==> config.mk <==
export PLATFORM = sky130hd
export DESIGN_NAME = zigzag_buffer
export DESIGN_NICKNAME = d
export VERILOG_FILES = /design/src/rtl/zigzag_buffer.sv
export SDC_FILE = /design/constraint.sdc
export NUM_CORES = 2
export LEC_CHECK = 0
export ABC_CLOCK_PERIOD_IN_PS = 13560
export BUFFER_PORTS_ARGS = -buffer_cell sky130_fd_sc_hd__buf_4
export CORE_MARGIN = 3
export CORE_UTILIZATION = 63
export DETAILED_ROUTE_END_ITERATION = 10
export PLACE_DENSITY = 0.8
export SYNTH_ARGS = -nofsm -noshare
export SYNTH_HDL_FRONTEND = slang
export SYNTH_SLANG_ARGS = --single-unit
==> constraint.sdc <==
create_clock -name clock -period 13.56 [get_ports clock]
set_input_delay 2.712 -clock clock [delete_from_list [all_inputs] [get_ports clock]]
set_output_delay 2.712 -clock clock [all_outputs]
set_load 0.05 [all_outputs]
==> src/rtl/zigzag_buffer.sv <==
// zigzag_buffer: double-buffered 8x8 coefficient store; accepts raster rows and
// streams each block one coefficient per cycle in JPEG zigzag order.
module zigzag_buffer #(
    parameter int COEFF_W = 10,
    parameter int ROWS    = 8
) (
    input  logic                 clock,
    input  logic                 reset,
    input  logic                 in_valid,
    output logic                 in_ready,
    input  logic [8*COEFF_W-1:0] in_row,
    input  logic                 in_luma,
    output logic                 out_valid,
    input  logic                 out_ready,
    output logic [COEFF_W-1:0]   out_coeff,
    output logic [5:0]           out_index,
    output logic                 out_last,
    output logic                 out_luma
);
    localparam int ZZ [64] = '{
         0,  1,  8, 16,  9,  2,  3, 10, 17, 24, 32, 25, 18, 11,  4,  5,
        12, 19, 26, 33, 40, 48, 41, 34, 27, 20, 13,  6,  7, 14, 21, 28,
        35, 42, 49, 56, 57, 50, 43, 36, 29, 22, 15, 23, 30, 37, 44, 51,
        58, 59, 52, 45, 38, 31, 39, 46, 53, 60, 61, 54, 47, 55, 62, 63
    };

    logic [COEFF_W-1:0] bank [2][64];
    logic [1:0]         full;
    logic [1:0]         luma;
    logic               wr_bank;
    logic               rd_bank;
    logic [2:0]         wr_row;
    logic [5:0]         rd_idx;
    logic               wr_en;
    logic               rd_en;

    // Handshakes only ever touch different banks, so full[] set/clear never collide.
    always_comb begin
        in_ready  = !full[wr_bank];
        out_valid = full[rd_bank];
        wr_en     = in_valid && in_ready;
        rd_en     = out_valid && out_ready;
        out_coeff = bank[rd_bank][6'(ZZ[rd_idx])];
        out_index = rd_idx;
        out_last  = rd_idx == 6'd63;
        out_luma  = luma[rd_bank];
    end

    always_ff @(posedge clock)
        if (wr_en)
            for (int k = 0; k < 8; k++)
                bank[wr_bank][{wr_row, 3'(k)}] <= in_row[k*COEFF_W +: COEFF_W];

    always_ff @(posedge clock or posedge reset) begin
        if (reset) begin
            full    <= '0;
            luma    <= '0;
            wr_bank <= 1'b0;
            rd_bank <= 1'b0;
            wr_row  <= '0;
            rd_idx  <= '0;
        end else begin
            if (wr_en) begin
                if (wr_row == 3'd0)
                    luma[wr_bank] <= in_luma;
                wr_row <= wr_row + 3'd1;
                if (wr_row == 3'(ROWS-1)) begin
                    full[wr_bank] <= 1'b1;
                    wr_bank       <= ~wr_bank;
                end
            end
            if (rd_en) begin
                rd_idx <= rd_idx + 6'd1;
                if (rd_idx == 6'd63) begin
                    full[rd_bank] <= 1'b0;
                    rd_bank       <= ~rd_bank;
                end
            end
        end
    end
endmodule

==> impl_results.md <==
- Top-level I/O count: 105
- Slew headroom: about 15%
- Max VDD drop: 0.000352 V
- Final min period: 10.09 ns
- CP Cell Sequence: inv_1, ha_1, or2_2, a21boi_1, or4_2, nand2_4, buf_4, mux4_2, o22ai_1, and4b_1, a211oi_1, buf_4
- Die Wd: 307 µm
- Multi-input logic area: 16600 µm²
- WP buf/inv: 3
- Most instantiated cells after synthesis: edfxtp_1 (1280), nand2_1 (944), mux2i_1 (353)
- Setup Buffers After CTS: 0
- Syn avg cell area: roughly 14 µm²
- Setup TNS: 0 ns
- CTS hold repair buffers: 0
- Final setup viols: 0
- Register Area: 38800 µm²
- CP dominant cell by count: buf_4
- Drt first pass iters: 6
- Vias post-DR: 37100
- Crit share post-route: about three quarters
- Total wire length: 164000 µm
- Largest net degree at the start of global routing: 158
- Clock Latency Late Sink: 0.74 ns
- # Max-Cap Violations: 0
- CTS Buffer Depth: 3
- Final global-route overflow total: 0
- CP Data Required Time: 10.85 ns
- Area leader, netlist: edfxtp_1
- Hold Path Cell Cnt: 1
- Worst setup SP type: flop
- Most frequent cell after synthesis: edfxtp_1
- Clk slew on worst S/H paths: approximately 0.060 ns
- Delay-heaviest family, CP: simple AND/OR/NAND/NOR gates
- Average wire per standard cell: 30.4 µm
- HP Start: luma[1]
- CP peak stage delay: roughly 1.0 ns
- First-pass GRT wire length: 237000 µm
- CTS Root Cell: clkbuf_16
- Crit end category: primary output
- Global-route usage over all layers: 34.9%
- Fmax: 0.0991 GHz
- R2R Path Start: wr_bank
- Crit Reg-Reg Endpoint: bank[0][489]
- DP HPWL: 96700 µm
- YS warnings: 0
- RD Place Congestion: 0.905
- I/O Buffers: 104
- H-tree depth: 4
- Initial antenna violation count: 20
- Setup ws final: roughly 3.5 ns
- Clock Skews: between 0.02 and 0.025 ns
- Number of flops mapped to enable cells by yosys: 1280
- DRT iter0 DRCs: 5104
- Slowest-stage cell, CP: or4_2
- R2R depth: 6
- CTS tree: yes
- Final antenna-violating net count: 0
- Final Max Tran Viols: 0
- Initial Utilization: between 60% and 70%
- Critical path class: reg2out
- Worst-path fanout max: 42
- Yosys top cell area share: 67.4%
- Final hold violations: 0
- Synth-to-Final Area Change: 9.48%
- Core area: around 89000 µm²
- # fillers: 5687
- Power, Total: 15100 µW
- Clock buffer count from CTS: 132
- WP data arrival: 7.38 ns
- Sequential area share after synthesis: roughly two thirds
- Cts repair resizes: 0
- P_leak: between 0.02 and 0.025 µW
- Vias/cell: between 6 and 7
- DRC viols: 0
- Final Util: between 70% and 80%
- Actual slew at the worst max-slew pin: roughly 1.3 ns
- Die footprint: approximately 94000 µm²
- Pwr dens: 243 nW/µm²
- Mapped Cells: 4168
- Number of clock sinks: 1295
- Vias in the first global route: between 30000 and 40000
- FFs w/ async S/R, synth: 1.16%
- Mapped Area: 57000 µm²
- Setup slack at placement: between 4 and 5 ns
- #FFs+latches synth: about 1300
- Syn nets: approximately 4300
- Hold EP: luma[1]
- Min Hold Slack: 0.512 ns
- Synth area leaders: edfxtp_1 (67%), nand2_1 (6.2%), mux2i_1 (6.2%), a21o_1 (3.7%), mux2_2 (1.6%)
- Layout cells sized above 1: roughly an eighth
- Die outline height: 307 µm
- Cell Rows: 109
- RSZ-0062 raised after global routing: false
- Hold Path Class: reg2reg
- Distinct cells, synth: 76
- Most common flop cell mapped by yosys: edfxtp_1
- Nets: 4225
- Outcome: complete, no violations
- R2R setup slack: between 9 and 10 ns
[through the flow]
stage                     instance area [µm²]  instances
after floorplan                         57000       4168
after global placement                  58400       5155
after detailed placement                58400       5155
after CTS                               62400       5374
after global routing                    62400       5383
final                                   62400       5388
[worst max-delay path by stage]
stage / depth (start not counted) / slack (ns) / from / endpoint
4_1_cts: 12 / 3.72 / out_index[0] / out_coeff[2]
3_5_place_dp: 12 / 4.51 / out_index[0] / out_coeff[2]
6_report: 12 / 3.47 / out_index[0] / out_coeff[2]
2_1_floorplan: 4 / 2.07 / in_valid / bank[0][240]
5_1_grt: 12 / 3.37 / out_index[0] / out_coeff[2]
3_3_place_gp: 12 / 4.63 / out_index[0] / out_coeff[2]
[metal layers]
layer | global-route usage (%) | wire length (µm)
met1 | 44.5 | 54500
met5 | 0 | 110
met4 | 20.1 | 10100
met2 | 54.7 | 76000
met3 | 9.16 | 22800
[cell type report]
type | instances | area share (%)
inverter | 14 | 0.0842
clock inverter | 52 | 0.724
antenna | 14 | 0.0561
sequential | 1295 | 62.2
multi-input combinational | 2495 | 26.7
tap | 1165 | 2.34
clock buffer | 167 | 5.61
timing repair buffer | 186 | 2.30
[kinds of logic after synthesis]
family                     synth area share [%]
adders and majority gates                 0.351
DFF                                        68.1
AOI/OAI and AO/OA                          9.36
xor gates and xnor gates                  0.108
buffers and inverters                      3.13
muxes                                      9.42
and+or+nand+nor                            9.53
[cell usage in the layout, fill, tap and decap left out, types with 24 or more instances in the layout]
cell          n
a211o_1      29
a21o_1      281
a21oi_1      26
a31oi_1      54
a32oi_1      38
buf_4       183
clkbuf_1     32
clkbuf_16   135
clkinv_1     25
edfxtp_1   1280
mux2_2       80
mux2i_1     353
mux4_2       38
nand2_1     941
nand3_1     136
nor2b_1      47
o21a_1       24
o21ai_0      40
o22ai_1     112
[state kept, by name (all words and copies together) (netlist names)]
register and cells:
out_index 6, bank 1280, full 2, rd_bank 1, luma 2, wr_row 3, wr_bank 1
[power by group]
part	internal [µW]	leakage, µW	switching [µW]	total, µW
registers	4830	0.0117	118	4950
clock network	1960	0.00193	1450	3410
logic	2240	0.00898	4520	6770
[worst reg2reg max path, stage by stage (launching register included)]
cell and delay [ns]:
dfrtp_1 0.37, mux2i_1 0.31, nand2_1 0.27, nor2_1 0.45, nand3_2 0.80, nor2_4 1.18
buf_4 0.74
Power figures use the tool's default switching activity.
